### src/rtl/sm_directory_multi.sv
// MSI directory for NUM_BLOCKS blocks shared by NUM_NODES caches.
// Requests are serialised one at a time; owners are fetched and sharers invalidated as needed.
module sm_directory_multi #(
    parameter int NUM_NODES  = 4,
    parameter int NODE_WIDTH = 2,
    parameter int NUM_BLOCKS = 8,
    parameter int ADDR_WIDTH = 3
) (
    input  logic                  clock,
    input  logic                  reset,
    input  logic                  req_valid,
    output logic                  req_ready,
    input  logic [1:0]            req_type,
    input  logic [NODE_WIDTH-1:0] req_node,
    input  logic [ADDR_WIDTH-1:0] req_addr,
    output logic                  fetch_valid,
    output logic [NODE_WIDTH-1:0] fetch_node,
    output logic                  fetch_inv,
    input  logic                  fetch_ack,
    output logic [NUM_NODES-1:0]  inv_vec,
    output logic                  reply_valid,
    output logic [NODE_WIDTH-1:0] reply_node,
    output logic [ADDR_WIDTH-1:0] reply_addr,
    output logic                  err,
    input  logic [ADDR_WIDTH-1:0] dbg_addr,
    output logic [1:0]            dbg_state,
    output logic [NUM_NODES-1:0]  dbg_sharers
);

    localparam logic [1:0] BLK_UNC = 2'b00;
    localparam logic [1:0] BLK_SHR = 2'b01;
    localparam logic [1:0] BLK_MOD = 2'b10;
    localparam logic [1:0] REQ_RD  = 2'b00;
    localparam logic [1:0] REQ_WR  = 2'b01;
    localparam logic [1:0] REQ_WB  = 2'b10;

    typedef enum logic [1:0] {
        ST_IDLE       = 2'b00,
        ST_EXEC       = 2'b01,
        ST_WAIT_FETCH = 2'b10,
        ST_REPLY      = 2'b11
    } ctrl_t;

    function automatic logic [NODE_WIDTH-1:0] onehot_to_idx(input logic [NUM_NODES-1:0] v);
        logic [NODE_WIDTH-1:0] idx;
        idx = '0;
        for (int i = 0; i < NUM_NODES; i++) begin
            idx = idx | (v[i] ? NODE_WIDTH'(i) : '0);
        end
        return idx;
    endfunction

    function automatic logic [NUM_NODES-1:0] idx_to_onehot(input logic [NODE_WIDTH-1:0] idx);
        logic [NUM_NODES-1:0] v;
        for (int i = 0; i < NUM_NODES; i++) begin
            v[i] = (NODE_WIDTH'(i) == idx);
        end
        return v;
    endfunction

    ctrl_t                 state_r, state_s;
    logic [1:0]            blk_state_r   [NUM_BLOCKS];
    logic [NUM_NODES-1:0]  blk_sharers_r [NUM_BLOCKS];
    logic [1:0]            lat_type_r;
    logic [NODE_WIDTH-1:0] lat_node_r;
    logic [ADDR_WIDTH-1:0] lat_addr_r;

    logic                  fetch_valid_r, fetch_inv_r;
    logic [NODE_WIDTH-1:0] fetch_node_r;
    logic [NUM_NODES-1:0]  inv_vec_r;
    logic                  reply_valid_r, err_r;
    logic [NODE_WIDTH-1:0] reply_node_r;
    logic [ADDR_WIDTH-1:0] reply_addr_r;

    logic                  addr_ok_s;
    logic [1:0]            cur_state_s;
    logic [NUM_NODES-1:0]  cur_sharers_s, n_s;
    logic                  upd_s, fetch_start_s, fetch_inv_s, err_s;
    logic [1:0]            upd_state_s;
    logic [NUM_NODES-1:0]  upd_sharers_s, inv_s;

    assign addr_ok_s     = ({1'b0, lat_addr_r} < (ADDR_WIDTH + 1)'(NUM_BLOCKS));
    assign cur_state_s   = addr_ok_s ? blk_state_r[lat_addr_r] : BLK_UNC;
    assign cur_sharers_s = addr_ok_s ? blk_sharers_r[lat_addr_r] : '0;
    assign n_s           = idx_to_onehot(lat_node_r);

    // Next control state, entry update and pulse decisions
    always_comb begin
        state_s       = state_r;
        upd_s         = 1'b0;
        upd_state_s   = cur_state_s;
        upd_sharers_s = cur_sharers_s;
        fetch_start_s = 1'b0;
        fetch_inv_s   = 1'b0;
        inv_s         = '0;
        err_s         = 1'b0;
        case (state_r)
            ST_IDLE: begin
                if (req_valid) begin
                    state_s = ST_EXEC;
                end else begin
                    state_s = ST_IDLE;
                end
            end
            ST_EXEC: begin
                state_s = ST_IDLE;
                if (!addr_ok_s) begin
                    err_s = 1'b1;
                end else if (lat_type_r == REQ_RD || lat_type_r == REQ_WR) begin
                    state_s = ST_REPLY;
                    case (cur_state_s)
                        BLK_UNC: begin
                            upd_s         = 1'b1;
                            upd_state_s   = (lat_type_r == REQ_RD) ? BLK_SHR : BLK_MOD;
                            upd_sharers_s = n_s;
                        end
                        BLK_SHR: begin
                            upd_s = 1'b1;
                            if (lat_type_r == REQ_RD) begin
                                upd_sharers_s = cur_sharers_s | n_s;
                            end else begin
                                inv_s         = cur_sharers_s & ~n_s;
                                upd_state_s   = BLK_MOD;
                                upd_sharers_s = n_s;
                            end
                        end
                        BLK_MOD: begin
                            // Owner re-requesting its own block needs no coherence action
                            if (cur_sharers_s != n_s) begin
                                fetch_start_s = 1'b1;
                                fetch_inv_s   = (lat_type_r == REQ_WR);
                                state_s       = ST_WAIT_FETCH;
                            end else begin
                                state_s = ST_REPLY;
                            end
                        end
                        default: begin
                            err_s   = 1'b1;
                            state_s = ST_IDLE;
                        end
                    endcase
                end else if (lat_type_r == REQ_WB && cur_state_s == BLK_MOD && cur_sharers_s == n_s) begin
                    upd_s         = 1'b1;
                    upd_state_s   = BLK_UNC;
                    upd_sharers_s = '0;
                end else begin
                    err_s = 1'b1;
                end
            end
            ST_WAIT_FETCH: begin
                if (fetch_ack) begin
                    upd_s   = 1'b1;
                    state_s = ST_REPLY;
                    if (lat_type_r == REQ_WR) begin
                        upd_state_s   = BLK_MOD;
                        upd_sharers_s = n_s;
                    end else begin
                        upd_state_s   = BLK_SHR;
                        upd_sharers_s = idx_to_onehot(fetch_node_r) | n_s;
                    end
                end else begin
                    state_s = ST_WAIT_FETCH;
                end
            end
            ST_REPLY: state_s = ST_IDLE;
            default:  state_s = ST_IDLE;
        endcase
    end

    // Control state and latched request
    always_ff @(posedge clock or posedge reset) begin
        if (reset) begin
            state_r    <= ST_IDLE;
            lat_type_r <= 2'b00;
            lat_node_r <= '0;
            lat_addr_r <= '0;
        end else begin
            state_r <= state_s;
            if (state_r == ST_IDLE && req_valid) begin
                lat_type_r <= req_type;
                lat_node_r <= req_node;
                lat_addr_r <= req_addr;
            end else begin
                lat_type_r <= lat_type_r;
            end
        end
    end

    // Directory entries
    always_ff @(posedge clock or posedge reset) begin
        if (reset) begin
            for (int i = 0; i < NUM_BLOCKS; i++) begin
                blk_state_r[i]   <= BLK_UNC;
                blk_sharers_r[i] <= '0;
            end
        end else if (upd_s) begin
            blk_state_r[lat_addr_r]   <= upd_state_s;
            blk_sharers_r[lat_addr_r] <= upd_sharers_s;
        end else begin
            blk_state_r[0] <= blk_state_r[0];
        end
    end

    // Registered message outputs; fetch is held until the owner acknowledges
    always_ff @(posedge clock or posedge reset) begin
        if (reset) begin
            fetch_valid_r <= 1'b0;
            fetch_node_r  <= '0;
            fetch_inv_r   <= 1'b0;
            inv_vec_r     <= '0;
            err_r         <= 1'b0;
            reply_valid_r <= 1'b0;
            reply_node_r  <= '0;
            reply_addr_r  <= '0;
        end else begin
            inv_vec_r     <= inv_s;
            err_r         <= err_s;
            reply_valid_r <= (state_s == ST_REPLY);
            if (fetch_start_s) begin
                fetch_valid_r <= 1'b1;
                fetch_node_r  <= onehot_to_idx(cur_sharers_s);
                fetch_inv_r   <= fetch_inv_s;
            end else if (state_r == ST_WAIT_FETCH && fetch_ack) begin
                fetch_valid_r <= 1'b0;
            end else begin
                fetch_valid_r <= fetch_valid_r;
            end
            if (state_s == ST_REPLY) begin
                reply_node_r <= lat_node_r;
                reply_addr_r <= lat_addr_r;
            end else begin
                reply_node_r <= reply_node_r;
            end
        end
    end

    // Debug view of one entry
    always_comb begin
        dbg_state   = BLK_UNC;
        dbg_sharers = '0;
        if ({1'b0, dbg_addr} < (ADDR_WIDTH + 1)'(NUM_BLOCKS)) begin
            dbg_state   = blk_state_r[dbg_addr];
            dbg_sharers = blk_sharers_r[dbg_addr];
        end else begin
            dbg_state = BLK_UNC;
        end
    end

    assign req_ready   = (state_r == ST_IDLE);
    assign fetch_valid = fetch_valid_r;
    assign fetch_node  = fetch_node_r;
    assign fetch_inv   = fetch_inv_r;
    assign inv_vec     = inv_vec_r;
    assign err         = err_r;
    assign reply_valid = reply_valid_r;
    assign reply_node  = reply_node_r;
    assign reply_addr  = reply_addr_r;

endmodule

### config.mk
export PLATFORM = sky130hd
export DESIGN_NAME = sm_directory_multi
export DESIGN_NICKNAME = d
export VERILOG_FILES = /design/src/rtl/sm_directory_multi.sv
export SDC_FILE = /design/constraint.sdc
export NUM_CORES = 1
export LEC_CHECK = 0
export CORE_MARGIN = 2
export CORE_UTILIZATION = 25
export CTS_BUF_LIST = sky130_fd_sc_hd__clkbuf_4
export CTS_CLUSTER_SIZE = 20
export DETAILED_ROUTE_END_ITERATION = 10
export DONT_BUFFER_PORTS = 1
export GPL_TIMING_DRIVEN = 0
export HOLD_SLACK_MARGIN = 0.05
export PLACE_DENSITY = 0.39
export SYNTH_ARGS = -nofsm -noshare
export SYNTH_HDL_FRONTEND = slang
export SYNTH_SLANG_ARGS = --single-unit
export TNS_END_PERCENT = 20
### constraint.sdc
create_clock -name clock -period 9.7 [get_ports clock]
set_input_delay 1.94 -clock clock [delete_from_list [all_inputs] [get_ports clock]]
set_output_delay 1.94 -clock clock [all_outputs]
set_load 0.05 [all_outputs]
==> impl_metrics.toml, run 1 <==
[finish]
final_core_util = 0.285
syn2layout_area_growth_pct = 10.5
drive_gt1_frac = 0.310
multi_input_area_um2 = 2170
fillers = 1707
final_nets = 384
seq_area_um2 = 1800

[cts]
htreeDepth = 3
cts_sinks = 72
cts_inserted_buffers = 9
root_buffer = "clkbuf_4"
clk_pin_slew_ns = 0.12
clk_latency_ns = 0.45
cts_setup_buffers = 0
cts_tree = "built"
post_cts_resize_count = 0
cts.path.max_buffers = 2
cts-hold-fix-buffers = 0

[global_routing]
grt_usage = 0.138
grt_antenna_before_repair = 1
grt_pass1_wl_um = 18100
use_met1 = 0.191
grt_pass1_vias = 2990
groute.layer.met2.usage = 0.207
grtUsageMet3 = 0.0318
grt_max_degree = 51
overflow = 0
grt-busiest-layer = "met2"

[synthesis]
synth_flop_cell = "dfrtp_1"
synth_warnings = 0
synth_nets = 372
yosysMostFrequentCell = "dfrtp_1"
ys_async_sr_fraction = 1.00
synth_area_leaders = "dfrtp_1 (44%), mux2_2 (14%), mux4_2 (10%), ha_1 (3.3%), mux2i_1 (2.2%)"
synth_common_cells = "dfrtp_1 (72), mux2_2 (52), nor2_1 (23), nand2_1 (20), mux4_2 (19)"
netlist_area_um2 = 4130
synth_top_cell_by_area = "dfrtp_1"
syn_inst = 347
avgSynthCellArea_um2 = 11.9
synth_edf_count = 0
synth_cell_type_count = 53
synth_top_cell_area_share = 0.436
synth-seq-cells = 72
synth-seq-area-share = 0.436

[sta]
period_needed_ns = 5.61
timing.final.crit_share = 0.579
finalSetupViolations = 0
drv_slew = 0
fin_tns_setup_ns = 0
rsz0062_at_grt = "no"
hold_viol_final = 0
clock.fmax_ghz = 0.178
tightest_slew_ns = 1.22
relSlewSlack = 0.187
fin_skew_ns = 0.0167
worst_slack_ns = 4.09

[route]
drt-pass1-iter-count = 5
drt_wl_total_um = 11600
antenna_left = 0
dr_total_vias = 2884
avgViaCountPerCell = 4.96
drcViolationCount = 0
drt-initial-drc-count = 232
drt-wirelength-per-cell_um = 19.9

[floorplanning]
start_util = 0.258
core_area_um2 = 16000
ioPinCount = 36
die_h_um = 132
row_count = 46
dieArea_um2 = 17600
die_w_um = 132

[setup_path]
ff2ff_path_depth = 12
cp-start-kind = "primary input"
r2r_start = "lat_addr_r[2]"
cp.arrival_ns = 3.67
cp_data_required_time_ns = 7.76
critPathKind = "primary input to output port"
cp-end-kind = "output port"
cp_max_fo = 10
regToRegSetupSlack_ns = 4.70
r2r_end = "blk_sharers_r[25]"

[run]
maxCapViolations = 0

[run_status]
status = "finished, final reports clean"

[power_and_ir_drop]
pwr_density_cell_nw_per_um2 = 362
irDropWorstVdd_mv = 0.150
p_leak_nw = 1.78

[hold_path]
min_path_cells = 1
min_from = "blk_state_r[11]"
hp-class = "register to register"
whs_endpoint = "blk_state_r[11]"

[placed_design]
port_buffers = 0
dp_hpwl_um = 8290
gp_congestion = 0.833
dpl_worst_slack_ns = 4.04
## critical path, cell delays in order
cell and delay [ns]:
buf_1 0.72, mux4_2 0.61, mux2_2 0.40
## final cells by class
type                    instances  area share
clock buffers                   9      0.0148
well taps                     216      0.0593
diodes                          1    0.000549
inverters                      16      0.0137
plain buffers                  17      0.0200
repair buffers                  1     0.00604
multi-input cells             242       0.477
flip-flops and latches         72       0.395
clock inverters                 7      0.0137
## state kept, by name, summed over array words and instances, names as in the netlist
| name | cells |
|---|---|
| blk_sharers_r | 32 |
| blk_state_r | 16 |
| err | 1 |
| fetch_inv | 1 |
| fetch_node | 2 |
| fetch_valid | 1 |
| inv_vec | 4 |
| lat_addr_r | 3 |
| lat_node_r | 2 |
| lat_type_r | 2 |
| reply_addr | 3 |
| reply_node | 2 |
| reply_valid | 1 |
| state_r | 2 |
## worst max path at each step
stage / from / end / slack [ns] / cells after the start
CTS: dbg_addr[0] / dbg_sharers[0] / 4.04 / 3
global route: dbg_addr[0] / dbg_sharers[0] / 3.92 / 3
floorplan: dbg_addr[0] / dbg_sharers[1] / 4.35 / 3
detailed placement: dbg_addr[0] / dbg_sharers[0] / 4.04 / 3
finish: dbg_addr[0] / dbg_sharers[0] / 4.09 / 3
global placement: dbg_addr[0] / dbg_sharers[1] / 4.04 / 3
## per-layer routing
metal | part of all wire | wire [µm]
met1 | 0.48 | 5500
met2 | 0.45 | 5210
met3 | 0.049 | 562
met4 | 0.025 | 293
met5 | 0 | 0
## power by group
group	internal [mW]	total, mW	switching (mW)	leakage (nW)
Combinational	0.346	0.884	0.538	0.883
Clock	0.0758	0.192	0.117	0.0668
Sequential	0.409	0.573	0.164	0.827
## per-stage QoR
stage	instance area (µm²)	total power [mW]	instances	hold WS (ns)
after floorplan	4130	1.22	347	0.488
after global placement	4400	1.46	563	0.502
after detailed placement	4430	1.47	564	0.511
after CTS	4560	1.67	580	0.542
after global routing	4560	1.77	581	0.566
final	4560	1.65	581	0.536
## kinds of logic after synthesis
| logic type | Yosys count | synth area share |
|---|---|---|
| mux | 83 | 0.283 |
| buf+inv | 33 | 0.0367 |
| flops | 72 | 0.436 |
| simple gates | 82 | 0.101 |
| compound gates | 66 | 0.109 |
| fa+ha+maj | 11 | 0.0333 |
## cell usage in the layout (no fill, tap or decap), types with 8 or more instances in the layout
cell and instances:
dfrtp_1 72, mux2_2 52, nor2_1 23, nand2_1 20, mux4_2 19, a21oi_1 17
inv_1 15, ha_1 11, mux2i_1 9, o21ai_0 9, clkbuf_4 9, nor2b_1 8
nand3_1 8
Power figures use the tool's default switching activity.
==> inputs of run 2 (changes only) <==
- PLACE_DENSITY: 0.39 -> 0.41
- clock period: 9.7 -> 4.72 ns (I/O delays scaled with it)
==> run 2 against run 1 <==
  * Sequential power grew 110%
  * Combinational power increased by 110%
  * Die area unchanged
  * Cell area is 0.19% lower
  * Utilization fell by 0.055 points
  * Hold slack got worse by 0.23 ns
  * Clock-buffer cell count is 1 higher
  * Clock power rose by 77%
  * Sequential cell count is the same
  * Critical path type is now register to register
  * Largest power group unchanged
==> impl_metrics.toml, run 2 (synthesis gave the netlist of run 1 again) <==
[sta]
tightest_slew_ns = 0.953
clock.fmax_ghz = 0.219
relSlewSlack = 0.365
finalSetupViolations = 0
hold_viol_final = 0
worst_slack_ns = 0.150
fin_skew_ns = 0.0169
timing.final.crit_share = 0.968
drv_slew = 0
rsz0062_at_grt = "yes"
period_needed_ns = 4.57

[placed_design]
dpl_worst_slack_ns = -0.268
gp_congestion = 0.802
port_buffers = 0
dp_hpwl_um = 8210

[finish]
drive_gt1_frac = 0.315
multi_input_area_um2 = 2180
seq_area_um2 = 1800
largest_reg_flops = 32
final_core_util = 0.284
syn2layout_area_growth_pct = 10.3
final_cell_mix = "dfrtp_1 (72), mux2_2 (52), nor2_1 (23)"
regMostFlops = "blk_sharers_r"
final_nets = 385
layout_commonest_cell = "dfrtp_1"
fillers = 1727

[run_status]
status = "finished, final reports clean"

[setup_path]
cp_data_required_time_ns = 5.08
cp_max_fo = 10
r2r_end = "blk_state_r[1]"
critical-path-top-delay-family = "simple AND/OR/NAND/NOR gates"
cp-end-kind = "register"
path_buf_inv = 3
path_common_cell = "buf_2"
cp_cell_sequence = "buf_2 -> buf_2 -> clkbuf_1 -> nor2_1 -> a211oi_2 -> ha_1 -> nor4_1 -> nor2b_1 -> nand4_2 -> a21oi_2 -> mux2_2"
cp.depth = 11
cp-start-kind = "register"
cp.arrival_ns = 4.93
regToRegSetupSlack_ns = 0.15
max_stage_delay_ns = 0.62
r2r_start = "lat_addr_r[2]"
slowest_stage = "a21oi_2"
ff2ff_path_depth = 11
critPathKind = "register to register"

[cts]
cts_inserted_buffers = 9
clk_pin_slew_ns = 0.12
cts.path.max_buffers = 2
root_buffer = "clkbuf_4"
cts_sinks = 72
htreeDepth = 3
cts_tree = "built"
clk_latency_ns = 0.47

[power_and_ir_drop]
p_switching_mw = 1.68
irDropWorstVdd_mv = 0.299
swShare = 0.501
p_clk_frac = 0.101
pwr-share-seq = 0.352
pwr-share-comb = 0.546
p_leak_nw = 1.78
internal_power_mw = 1.67
pwr_density_cell_nw_per_um2 = 737

[global_routing]
grt_max_degree = 51
overflow = 0
grt_pass1_vias = 2914
grt_antenna_before_repair = 2
grt_usage = 0.137
grt_pass1_wl_um = 18000

[floorplanning]
row_count = 46
die_h_um = 132
die_w_um = 132
ioPinCount = 36
start_util = 0.258
dieArea_um2 = 17600
core_area_um2 = 16000

[route]
dr_total_vias = 2838
drt-pass1-iter-count = 4
drt_wl_total_um = 11600
drt-initial-drc-count = 216
drcViolationCount = 0
avgViaCountPerCell = 4.87
drt-wirelength-per-cell_um = 19.9
antenna_left = 0

[run]
maxCapViolations = 0

[hold_path]
hp-class = "primary input to async pin"
[run 2: cell count changes in the layout (fill, tap and decap cells not counted), sizes merged]
cell	delta
bufinv	-1
clkinv	+2
clkinvlp	-2
buf	+1
diode	+1
clkbuf	+1
[run 2: routing by layer]
metal	wire, µm	part of all wire	track usage
met5	0	0	0
met4	187	0.016	0.0556
met3	582	0.050	0.0299
met2	5390	0.47	0.212
met1	5420	0.47	0.186
[run 2: layout make-up]
class                           count  area share
Clock inverter                      6     0.00577
Antenna cell                        2     0.00110
Tap cell                          216      0.0594
Sequential cell                    72       0.396
Multi-Input combinational cell    242       0.480
Inverter                           16      0.0137
Clock buffer                       10      0.0165
Buffer                             17      0.0201
Timing Repair Buffer                2     0.00770
[run 2: power groups by stage]
stage	logic (mW)	registers, mW	clock network, mW
after floorplan	1.38	1.12	0
after detailed placement	1.82	1.19	0
after global routing	2.01	1.21	0.380
after global placement	1.82	1.19	0
final	1.83	1.18	0.340
after CTS	1.85	1.18	0.352
[run 2: repair_timing]
item / in CTS / in global routing
cloned: 0 / 0
setup buffers: 1 / 0
pin swaps: 1 / 0
resized for setup: 2 / 0
hold buffers: 0 / 0
endpoints found under the setup margin: 40 / 24
[run 2: worst max path at each step]
stage | to | startpoint
after global placement | blk_sharers_r[21] | lat_addr_r[2]
after CTS | blk_state_r[15] | lat_addr_r[2]
after detailed placement | blk_sharers_r[21] | lat_addr_r[2]
after global routing | blk_sharers_r[28] | lat_addr_r[2]
final | blk_state_r[1] | lat_addr_r[2]
after floorplan | blk_sharers_r[21] | lat_addr_r[2]
[run 2: per-stage QoR]
step	setup TNS [ns]	std cells	hold WS, ns	total power, mW	area, µm²
4_1_cts	0	581	0.302	3.38	4550
3_5_place_dp	-3.07	564	0.512	3.01	4430
2_1_floorplan	0	347	0.488	2.51	4130
6_report	0	583	0.304	3.36	4550
5_1_grt	-1.34	583	0.300	3.60	4550
3_3_place_gp	-3.34	563	0.505	3.00	4400
==> inputs of run 3 (changes only) <==
- CORE_UTILIZATION: 25 -> 56
- PLACE_DENSITY: 0.41 -> 0.75
==> run 3 against run 2 <==
  * Routed wire length shrank 13%
  * Clock power grew 31%
  * Clock-buffer cell count is the same
  * Cell area shrank 2.7%
  * Non-clock buffer count shrank 1
  * Critical path depth is the same
  * Via count grew 4.0%
  * Sequential share of layout area grew 1.1 points
  * Global-route usage grew 13 points
  * Largest cell class unchanged
  * Largest power group unchanged
==> impl_metrics.toml, run 3 (synthesis gave the netlist of run 1 again) <==
[power_and_ir_drop]
swShare = 0.484
irDropWorstVdd_mv = 0.527
p_switching_mw = 1.68
internal_power_mw = 1.78
pwr-share-comb = 0.531
pwr-share-seq = 0.341
p_leak_nw = 1.79
p_clk_frac = 0.129
pwr_density_cell_nw_per_um2 = 781

[sta]
clock.fmax_ghz = 0.236
whs_ns = 0.541
timing.final.crit_share = 0.898
fin_skew_ns = 0.0265
rsz0062_at_grt = "no"
fin_tns_setup_ns = 0
finalSetupViolations = 0
period_needed_ns = 4.24
drv_slew = 0
relSlewSlack = 0.378
tightest_slew_ns = 0.933
worst_slack_ns = 0.482
hold_viol_final = 0

[finish]
regMostFlops = "blk_sharers_r"
syn2layout_area_growth_pct = 7.34
drive_gt1_frac = 0.321
final_nets = 384
fin_area_um2 = 4430
diodes = 0
multi_input_area_um2 = 2180
largest_reg_flops = 32
final_cell_mix = "dfrtp_1 (72), mux2_2 (52), nor2_1 (23)"
layout_commonest_cell = "dfrtp_1"
fillers = 583
seq_area_um2 = 1800
final_core_util = 0.617

[run]
maxCapViolations = 0

[cts]
cts_sinks = 72
cts_tree = "built"
cts_inserted_buffers = 9
cts-hold-fix-buffers = 0
clk_latency_ns = 0.43
htreeDepth = 3
root_buffer = "clkbuf_4"
cts.path.max_buffers = 2
clk_pin_slew_ns = 0.12

[placed_design]
postPlaceCellArea_um2 = 4250
gp_congestion = 0.929
port_buffers = 0
dpl_worst_slack_ns = -0.0782
dp_hpwl_um = 7060

[route]
avgViaCountPerCell = 6.37
drt_wl_total_um = 10100
drt-initial-drc-count = 406
antenna_left = 0
drt-pass1-iter-count = 5
drcViolationCount = 0
drt-wirelength-per-cell_um = 21.8
dr_total_vias = 2951

[setup_path]
r2r_start = "lat_addr_r[2]"
cp_max_fo = 10
cp_cell_sequence = "buf_2 -> buf_2 -> clkbuf_1 -> nor2_1 -> a211oi_2 -> ha_1 -> nor4_1 -> nor2b_1 -> nand4_2 -> a21oi_2 -> mux2_2"
slowest_stage = "a21oi_2"
critical-path-top-delay-family = "simple AND/OR/NAND/NOR gates"
critPathKind = "register to register"
cp_data_required_time_ns = 5.04
cp.arrival_ns = 4.56
path_common_cell = "buf_2"
path_buf_inv = 3
max_stage_delay_ns = 0.59
cp-start-kind = "register"
startpoint = "lat_addr_r[2]"
cp-end-kind = "register"

[floorplanning]
start_util = 0.575
die_w_um = 89.9
core_area_um2 = 7180
die_h_um = 89.9
ioPinCount = 36
row_count = 31
dieArea_um2 = 8070

[global_routing]
grt_pass1_wl_um = 16300
grt_usage = 0.263
grt_antenna_before_repair = 0
grt_max_degree = 73
overflow = 0
grt_pass1_vias = 3031

[run_status]
status = "finished, final reports clean"

[hold_path]
hp-class = "register to register"
min_from = "blk_state_r[15]"
-- run 3: changes by cell type in the layout (fill, tap and decap cells not counted) --
cell,previous run,this run
bufinv_16,0,2
buf_16,1,0
clkinv_4,0,1
diode_2,2,0
clkinv_1,3,0
-- run 3: per-layer routing --
layer	part of all wire	track usage	vias up
met1	0.42	0.357	1484
met5	0	0	-
li1	-	-	1310
met4	0.025	0.0987	0
met3	0.083	0.0712	19
met2	0.47	0.408	138
-- run 3: worst paths after layout --
kind	endpoint	slack (ns)	cells after the start
worst max-delay path	blk_sharers_r[8]	0.48	11
worst min-delay path	blk_state_r[15]	0.54	1
max in group asynchronous	blk_sharers_r[31]	3.59	1
worst min register to register	blk_state_r[15]	0.54	1
worst max register to register	blk_sharers_r[8]	0.48	11
min in group asynchronous	blk_sharers_r[12]	0.55	1
-- run 3: area by class of cell --
class | instances | area share
timing repair buffer | 1 | 0.00169
tap | 99 | 0.0280
clock buffer | 10 | 0.0169
clock inverter | 6 | 0.0189
sequential | 72 | 0.407
multi-input combinational | 242 | 0.493
buffer | 17 | 0.0206
inverter | 16 | 0.0141
-- run 3: metrics by stage --
stage          total power, mW  instances
2_1_floorplan             2.51        347
3_3_place_gp              2.91        446
3_5_place_dp              2.97        446
4_1_cts                   3.43        463
5_1_grt                   3.67        463
6_report                  3.46        463
-- run 3: worst register-to-register path: cells and delay by family (launching register included) --
kind | cells | cell delay (ns)
AND/OR/NAND/NOR | 4 | 1.13
buffers and inverters | 3 | 0.93
flip-flops | 1 | 0.36
AO/OA/AOI/OAI | 2 | 1.02
multiplexers | 1 | 0.40
adder cells (fa/ha/maj) | 1 | 0.31
-- run 3: repair_timing --
| action | in CTS | in global routing |
|---|---|---|
| pin swaps | 1 | 0 |
| setup endpoints to repair | 8 | 34 |
| buffers inserted | 1 | 0 |
| resized for setup | 0 | 2 |
-- run 3: power groups by stage --
| stage | logic, mW | clock network (mW) | registers [mW] |
|---|---|---|---|
| floorplan | 1.38 | 0 | 1.12 |
| global placement | 1.74 | 0 | 1.17 |
| detailed placement | 1.78 | 0 | 1.19 |
| CTS | 1.80 | 0.451 | 1.18 |
| global route | 1.98 | 0.478 | 1.21 |
| finish | 1.84 | 0.446 | 1.18 |
